## config.mk

```make
export PLATFORM = sky130hd
export DESIGN_NAME = intersection_ctrl
export DESIGN_NICKNAME = d
export VERILOG_FILES = /design/src/rtl/traffic_pkg.sv /design/src/rtl/phase_timer.sv /design/src/rtl/intersection_ctrl.sv
export SDC_FILE = /design/constraint.sdc
export NUM_CORES = 1
export LEC_CHECK = 0
export BUFFER_PORTS_ARGS = -buffer_cell sky130_fd_sc_hd__buf_2
export CELL_PAD_IN_SITES_DETAIL_PLACEMENT = 0
export CELL_PAD_IN_SITES_GLOBAL_PLACEMENT = 1
export CORE_AREA = 3 3 55 57
export DETAILED_ROUTE_END_ITERATION = 6
export DIE_AREA = 0 0 58 60
export GPL_TIMING_DRIVEN = 0
export PLACE_DENSITY_LB_ADDON = 0.25
export SETUP_SLACK_MARGIN = 0.3
export SLEW_MARGIN = 25
export SYNTH_ARGS = -nofsm -noshare
export SYNTH_HDL_FRONTEND = slang
export SYNTH_HIERARCHICAL = 1
export SYNTH_SLANG_ARGS = --single-unit
```

## constraint.sdc

```tcl
create_clock -name clk -period 3.95 [get_ports clk]
set_clock_uncertainty 0.1 [all_clocks]
set_input_delay 0.395 -clock clk [delete_from_list [all_inputs] [get_ports clk]]
set_output_delay 0.395 -clock clk [all_outputs]
set_load 0.005 [all_outputs]
```

## src/rtl/traffic_pkg.sv

```systemverilog
// Shared types and constants for the traffic signal blocks.
// Holds the 3-bit phase encodings, the safe fallback phase, the default
// phase durations shared with traffic_light, the lamp bundle type and
// helpers for lamp decode and duration clamping.
package traffic_pkg;

    typedef enum logic [2:0] {
        NS_GREEN  = 3'd0,
        NS_YELLOW = 3'd1,
        AR_TO_EW  = 3'd2,
        EW_GREEN  = 3'd3,
        EW_YELLOW = 3'd4,
        AR_TO_NS  = 3'd5,
        PED_WALK  = 3'd6
    } state_t;

    // Both approaches red: the place to land from any corrupted encoding.
    localparam state_t SAFE_STATE = AR_TO_NS;

    localparam int unsigned DEF_GREEN_TIME   = 11;
    localparam int unsigned DEF_YELLOW_TIME  = 4;
    localparam int unsigned DEF_ALL_RED_TIME = 2;
    localparam int unsigned DEF_PED_TIME     = 8;
    localparam int unsigned DEF_CNT_W        = 8;

    typedef struct packed {
        logic walk;
        logic ns_red;
        logic ns_yellow;
        logic ns_green;
        logic ew_red;
        logic ew_yellow;
        logic ew_green;
    } lamps_t;

    // Lamp pattern for a phase; unknown encodings show both approaches red.
    function automatic lamps_t lamp_decode(input state_t s);
        lamps_t l;
        l = '0;
        case (s)
            NS_GREEN:  begin l.ns_green  = 1'b1; l.ew_red = 1'b1; end
            NS_YELLOW: begin l.ns_yellow = 1'b1; l.ew_red = 1'b1; end
            EW_GREEN:  begin l.ew_green  = 1'b1; l.ns_red = 1'b1; end
            EW_YELLOW: begin l.ew_yellow = 1'b1; l.ns_red = 1'b1; end
            PED_WALK:  begin l.ns_red = 1'b1; l.ew_red = 1'b1; l.walk = 1'b1; end
            default:   begin l.ns_red = 1'b1; l.ew_red = 1'b1; end
        endcase
        return l;
    endfunction

    // A zero duration behaves as a one-cycle phase.
    function automatic int unsigned min1(input int unsigned t);
        return (t == 0) ? 1 : t;
    endfunction

endpackage

```

## src/rtl/phase_timer.sv

```systemverilog
// Loadable down-counter with terminal-count flag.
// Ports: clk, rst (sync, active-low, loads RST_VAL), load/load_val
// (reload the count), done (count is zero). The count holds at zero.
module phase_timer import traffic_pkg::*; #(
    parameter int unsigned       CNT_W   = DEF_CNT_W,
    parameter logic [CNT_W-1:0]  RST_VAL = '0
) (
    input  logic             clk,
    input  logic             rst,
    input  logic             load,
    input  logic [CNT_W-1:0] load_val,
    output logic             done
);

    logic [CNT_W-1:0] r_cnt;

    // Count register: reload takes priority over the decrement.
    always_ff @(posedge clk) begin
        if (!rst) begin
            r_cnt <= RST_VAL;
        end else if (load) begin
            r_cnt <= load_val;
        end else if (r_cnt != '0) begin
            r_cnt <= r_cnt - CNT_W'(1);
        end
    end

    assign done = (r_cnt == '0);

endmodule

```

## src/rtl/intersection_ctrl.sv

```systemverilog
// Two-approach intersection sequencer with an exclusive pedestrian phase.
// Ports: clk, rst (sync, active-low), ped_req (button, sampled every cycle),
// ped_ack (pulse on first walk cycle), ped_walk, ns_/ew_ red/yellow/green
// lamps (registered Moore decode), phase (current state encoding).
module intersection_ctrl import traffic_pkg::*; #(
    parameter int unsigned GREEN_TIME   = DEF_GREEN_TIME,
    parameter int unsigned YELLOW_TIME  = DEF_YELLOW_TIME,
    parameter int unsigned ALL_RED_TIME = DEF_ALL_RED_TIME,
    parameter int unsigned PED_TIME     = DEF_PED_TIME,
    parameter int unsigned CNT_W        = DEF_CNT_W
) (
    input  logic       clk,
    input  logic       rst,
    input  logic       ped_req,
    output logic       ped_ack,
    output logic       ped_walk,
    output logic       ns_red,
    output logic       ns_yellow,
    output logic       ns_green,
    output logic       ew_red,
    output logic       ew_yellow,
    output logic       ew_green,
    output logic [2:0] phase
);

    // Timer reload values: each phase is held exactly its duration.
    localparam logic [CNT_W-1:0] LD_GREEN   = CNT_W'(min1(GREEN_TIME) - 1);
    localparam logic [CNT_W-1:0] LD_YELLOW  = CNT_W'(min1(YELLOW_TIME) - 1);
    localparam logic [CNT_W-1:0] LD_ALL_RED = CNT_W'(min1(ALL_RED_TIME) - 1);
    localparam logic [CNT_W-1:0] LD_PED     = CNT_W'(min1(PED_TIME) - 1);

    state_t           r_state;
    state_t           w_state_next;
    state_t           r_resume;
    logic             r_ped_pending;
    logic             r_ped_ack;
    lamps_t           r_lamps;
    logic             w_load;
    logic [CNT_W-1:0] w_load_val;
    logic             w_done;
    logic             w_enter_ped;

    phase_timer #(
        .CNT_W   (CNT_W),
        .RST_VAL (LD_GREEN)
    ) u_timer (
        .clk      (clk),
        .rst      (rst),
        .load     (w_load),
        .load_val (w_load_val),
        .done     (w_done)
    );

    // State register.
    always_ff @(posedge clk) begin
        if (!rst) begin
            r_state <= NS_GREEN;
        end else begin
            r_state <= w_state_next;
        end
    end

    // Next-state, timer reload and walk-entry detection.
    always_comb begin
        w_state_next = r_state;
        w_load       = 1'b0;
        w_load_val   = LD_GREEN;
        w_enter_ped  = 1'b0;

        case (r_state)
            NS_GREEN:  if (w_done) w_state_next = NS_YELLOW;
            NS_YELLOW: if (w_done) w_state_next = AR_TO_EW;
            AR_TO_EW:  if (w_done) w_state_next = r_ped_pending ? PED_WALK : EW_GREEN;
            EW_GREEN:  if (w_done) w_state_next = EW_YELLOW;
            EW_YELLOW: if (w_done) w_state_next = AR_TO_NS;
            AR_TO_NS:  if (w_done) w_state_next = r_ped_pending ? PED_WALK : NS_GREEN;
            PED_WALK:  if (w_done) w_state_next = r_resume;
            default:   w_state_next = SAFE_STATE;
        endcase

        // Any phase change (including recovery) restarts the timer.
        w_load = (w_state_next != r_state) || w_done;

        case (w_state_next)
            NS_GREEN, EW_GREEN:   w_load_val = LD_GREEN;
            NS_YELLOW, EW_YELLOW: w_load_val = LD_YELLOW;
            PED_WALK:             w_load_val = LD_PED;
            default:              w_load_val = LD_ALL_RED;
        endcase

        w_enter_ped = (w_state_next == PED_WALK) && (r_state != PED_WALK);
    end

    // Pedestrian latch, resume target, ack pulse and registered lamps.
    always_ff @(posedge clk) begin
        if (!rst) begin
            r_ped_pending <= 1'b0;
            r_resume      <= NS_GREEN;
            r_ped_ack     <= 1'b0;
            r_lamps       <= lamp_decode(NS_GREEN);
        end else begin
            // Entering walk clears the latch and absorbs a same-edge press.
            if (w_enter_ped) begin
                r_ped_pending <= 1'b0;
            end else if (ped_req && (r_state != PED_WALK)) begin
                r_ped_pending <= 1'b1;
            end
            if (w_enter_ped) begin
                r_resume <= (r_state == AR_TO_EW) ? EW_GREEN : NS_GREEN;
            end
            r_ped_ack <= w_enter_ped;
            r_lamps   <= lamp_decode(w_state_next);
        end
    end

    assign ped_ack   = r_ped_ack;
    assign ped_walk  = r_lamps.walk;
    assign ns_red    = r_lamps.ns_red;
    assign ns_yellow = r_lamps.ns_yellow;
    assign ns_green  = r_lamps.ns_green;
    assign ew_red    = r_lamps.ew_red;
    assign ew_yellow = r_lamps.ew_yellow;
    assign ew_green  = r_lamps.ew_green;
    assign phase     = r_state;

endmodule

```

# Word-level counts from Yosys, hierarchy flattened
# Index checks and enable logic that the tools add are counted.
# W data, S select, Z words.
[word_totals]
regBits = 23
latch_bits = 0
mem_bits_rw = 0
mem_bits_ro = 0
inputBits = 3
output_inout_bits = 11
elab_cells = 60
n_memories = 0
[classes]
n_addsub = 1
multipliers = 0
div = 0
n_lt_le_gt_ge = 0
n_eq_ne = 12
shifts = 0
mux = 21
bitwise = 1
n_reduce_logical = 13
[ops]
columns = ["operator", "count"]
rows = [
  ["$mux W3", 9],
  ["$pmux W3 S7", 1],
  ["$mux W8", 2],
  ["$eq A3 B3 Y1 const B", 5],
  ["$pmux W4 S3", 1],
  ["$reduce_or A2 Y1", 5],
  ["$eq A3 B2 Y1 const B", 3],
  ["$logic_not A8 Y1", 1],
  ["$reduce_bool A8 Y1", 1],
  ["$sub A8 B1 Y8 const B", 1],
  ["$mux W1", 7],
  ["$eq A3 B1 Y1 const B", 2],
  ["$logic_not A3 Y1", 2],
  ["$ne A3 B3 Y1", 1],
  ["$ne A3 B3 Y1 const B", 1],
  ["$logic_and A1 B1 Y1", 2],
  ["$mux W2", 1],
  ["$reduce_bool A2 Y1", 1],
  ["$logic_or A1 B1 Y1", 1],
  ["$not A1 Y1", 1],
]

# Longest topological paths before layout
[depth]
word_depth = 7
mapped_depth = 12
depth_no_buf = 11

# Cells and area by module
# The synthesis kept the hierarchy.
[by_module_without_submodules]
columns = ["mod", "instances", "cells_per_inst", "area_per_inst_um2", "seq_area_each_um2"]
rows = [
  ["intersection_ctrl", 1, 82, 694.4, 260.2],
  ["phase_timer", 1, 56, 449.2, 160.2],
]

# Worst setup path after synthesis
# Ideal clock, no wire load.
[synth_path]
path_kind = "register -> register"
from = "register u_timer.r_cnt[0]"
to = "register u_timer.r_cnt[1]"
setup_time_ns = 0.136
arrival_time_ns = 1.877
t_required_ns = 3.714
slack_ns = 1.837
stages_incl_launch_ff = 12
path_buffers = 1
period_less_slack_ns = 2.113
cell_sequence = "dfxtp_1 > inv_1 > ha_1 > nor2b_1 > nand3_1 > inv_2 > buf_2 > and2_1 > a221oi_1 > nand3_1 > nand2_1 > o311ai_2"
[synth_via]
elab_chain_cells = 7
elab_cells_between_ends = 24
cone_classes = "1 x add/sub; 5 x eq/ne; 11 x mux; 7 x reduce/logical"
[synth_rtl]
columns = ["item", "line", "source"]
rows = [
  ["from (decl)", "phase_timer.sv:15", "logic [CNT_W-1:0] r_cnt;"],
  ["from (signal assigned)", "phase_timer.sv:22", "r_cnt <= load_val;"],
  ["from (signal assigned)", "phase_timer.sv:24", "r_cnt <= r_cnt - CNT_W'(1);"],
  ["$logic_not A8 Y1 (*)", "phase_timer.sv:28", "assign done = (r_cnt == '0);"],
  ["named net w_done", "intersection_ctrl.sv:40", "logic w_done;"],
  ["$mux W3, or another cell as far along", "intersection_ctrl.sv:77", "PED_WALK: if (w_done) w_state_next = r_resume;"],
  ["$pmux W3 S7 (*)", "intersection_ctrl.sv:70", "case (r_state)"],
  ["$eq A3 B1 Y1, or another cell as far along", "intersection_ctrl.sv:84", "case (w_state_next)"],
  ["$reduce_or A2 Y1", "intersection_ctrl.sv:84", ""],
  ["$pmux W4 S3 (*)", "intersection_ctrl.sv:84", ""],
  ["named net w_load_val[1]", "intersection_ctrl.sv:39", "logic [CNT_W-1:0] w_load_val;"],
  ["$mux W8 (*)", "phase_timer.sv:21", "end else if (load) begin"],
]
# The timed path passes the listed nets; every way through them passes the cells marked *. The select of a mux whose other input is x is not followed.
# A chain may end at the register's enable or synchronous reset.

# Worst setup path in the final report
# Same ends and word-level chain as after synthesis.

==> results.json <==
{
  "area_growth_pct": 12.4,
  "crit_top_cell": "nand3_1",
  "worst-path-buf-inv": 3,
  "clock_sinks": 21,
  "clk_pin_slew_ps": 110,
  "place.gp.congestion": 0.839,
  "cts-root-buf": "clkbuf_4",
  "cts_tree": "built",
  "leakage_nw": 0.515,
  "drive_gt1_frac": 0.203,
  "dp_slack_ps": 1440,
  "yosys_register_bits": 21,
  "worst_slack_ps": 1380,
  "cpPeakStageDelay_ps": 430,
  "fmax_mhz": 389,
  "first_pass_iters": 4,
  "grt_pass1_vias": 960,
  "hpwl_mm": 1.82,
  "clkLatencyLatePin_ps": 300,
  "drv_slew": 0,
  "yosys_warnings": 6,
  "first_iter_violations": 39,
  "diodes": 0,
  "die_area_sq_um": 3480,
  "post-route-period-util": 0.651,
  "tns_ps": 0,
  "track_usage": 0.153,
  "grt_pass1_wl_mm": 4.08,
  "outcome": "finished, final reports clean",
  "avgSynthCellArea_sq_um": 8.29,
  "worst_ir_drop_vdd_mv": 0.256,
  "crit_fanout": 10,
  "rsz0062_at_grt": "false",
  "synth_cells": 138,
  "cp_top_family": "simple AND/OR/NAND/NOR gates",
  "clockPowerShare": 0.175,
  "ctsHoldBuffers": 0,
  "min_path_type": "primary input to flip-flop",
  "drc": 0,
  "critPathLaunchType": "flip-flop",
  "final_cell_mix": "dfxtp_1 (21), buf_2 (16), nand2_1 (11)",
  "critPathKind": "flip-flop to flip-flop",
  "ys_types": 45,
  "crit_chain": "inv_1 > ha_1 > nor2b_1 > nand3_1 > inv_2 > buf_2 > and2_1 > a221oi_1 > nand3_1 > nand2_1 > o311ai_2",
  "grt_overflow": 0,
  "rows": 18,
  "portBuffers": 13,
  "cts_made_buffers": 3,
  "crit_arrival_ps": 2650,
  "syn_area_sq_um": 1140,
  "worstPathRequired_ps": 4030,
  "p_comb_frac": 0.341,
  "clock_path_buffers": 2,
  "cap_violations": 0,
  "die_h_um": 60,
  "seq_area_frac_synth": 0.368,
  "fin_crit_ps": 2570,
  "ios": 14,
  "swShare": 0.351,
  "wl_mm": 2.43,
  "htree_num_levels": 1,
  "crit_path_end_kind": "flip-flop",
  "nets": 163,
  "critPathSlowestCell": "a221oi_1",
  "hold_viol_final": 0,
  "vias": 1027,
  "fp.dieW_um": 58,
  "synthArstFlopShare": 0,
  "core_sq_um": 2520,
  "wl_per_cell_um": 12.9,
  "grt_max_degree": 16,
  "antenna_found_initial": 0,
  "ant_nets": 0,
  "p_total_w": 0.000573,
  "power.density_nw_per_um2": 446,
  "p_seq_frac": 0.484,
  "setup_viol": 0,
  "power_switching_w": 0.000201,
  "viasPerCell": 5.46,
  "ys.flop_type": "dfxtp_1",
  "p_int_w": 0.000372,
  "post-route-util": 0.509,
  "initial_core_util": 0.453,
  "synth_edf_count": 0,
  "cts_resized": 0,
  "post-cts-setup-buffers": 0,
  "final_common_cell": "dfxtp_1"
}
[synthesized netlist by cell type (2+ instances only)]
cell	instances	area, sq um
o31ai_1	2	15.0
a21oi_1	5	25.0
nand2b_1	4	25.0
nand3_1	7	35.0
mux2i_1	4	40.0
nor4_1	2	12.5
buf_2	3	15.0
a31oi_1	3	18.8
a211oi_1	2	15.0
o21ai_1	4	20.0
nand2_1	11	41.3
xnor2_1	2	17.5
and2_1	6	37.5
o21a_1	2	15.0
nor2b_1	4	25.0
nor2_1	9	33.8
dfxtp_1	21	420
a21oi_2	2	17.5
o311ai_2	2	32.5
o21ai_0	8	40.0
nor3_1	4	20.0
inv_1	6	22.5
and3_1	3	18.8
[state kept, by name, summed over array words and instances, names as in the netlist]
signal / cells
ew_green: 1
ew_red: 1
ew_yellow: 1
ns_green: 1
ns_red: 1
ns_yellow: 1
ped_ack: 1
ped_walk: 1
phase: 3
r_ped_pending: 1
r_resume: 1
u_timer/r_cnt: 8
[tightest hold or removal path: cells and delay by family]
family / cells / cell delay, ps
compound gates: 2 / 130
buf+inv: 1 / 90
[cells by family (layout without fill, tap and decap cells)]
family	after synthesis	in the layout	share of synthesized area
simple gates	56	56	0.261
compound gates	39	39	0.243
flops	21	21	0.368
buf+inv	13	30	0.0558
mux	4	4	0.0350
xor+xnor	3	3	0.0230
fa+ha+maj	1	1	0.0109
other cells	1	4	0.00328
[per-stage QoR]
step,cell area [sq um],hold WS (ps),instances
finish,1280,250,188
global route,1280,263,188
CTS,1280,238,188
detailed placement,1260,426,184
global placement,1260,406,184
floorplan,1150,357,141
[area by class of cell]
cell class                 instances  area, sq um
timing repair buffer              13         65.1
clock buffer                       3         22.5
buffer                             6         37.5
multi-input combinational        107          671
tap                               30         37.5
inverter                           7         26.3
clock inverter                     1         5.00
fill                             249         1240
sequential                        21          420
[metal layers]
| layer | GRT usage | routed length, um |
|---|---|---|
| met5 | 0 | 0 |
| met2 | 0.252 | 1210 |
| met4 | 0.0762 | 29 |
| met3 | 0.0346 | 82 |
| met1 | 0.188 | 1110 |
[power groups by stage]
stage	Clock [W]	Combinational (W)	Sequential (W)
after floorplan	0	0.000155	0.000275
after global placement	0	0.000190	0.000279
after detailed placement	0	0.000195	0.000282
after CTS	0.000106	0.000197	0.000277
after global routing	0.000113	0.000221	0.000282
final	0.000100	0.000196	0.000277
[final timing paths]
| check | endpoint | startpoint | slack [ps] | cells past startpoint |
|---|---|---|---|---|
| setup / recovery | u_timer/r_cnt[1]$_SDFFE_PN1P_ | u_timer/r_cnt[0]$_SDFFE_PN0P_ | 1380 | 11 |
| hold / removal | r_ped_pending$_SDFFE_PP0P_ | ped_req | 250 | 3 |
| setup reg to reg | u_timer/r_cnt[1]$_SDFFE_PN1P_ | u_timer/r_cnt[0]$_SDFFE_PN0P_ | 1380 | 11 |
| hold reg to reg | u_timer/r_cnt[4]$_SDFFE_PN0P_ | u_timer/r_cnt[4]$_SDFFE_PN0P_ | 450 | 2 |
(Power assumes the default switching activity.)
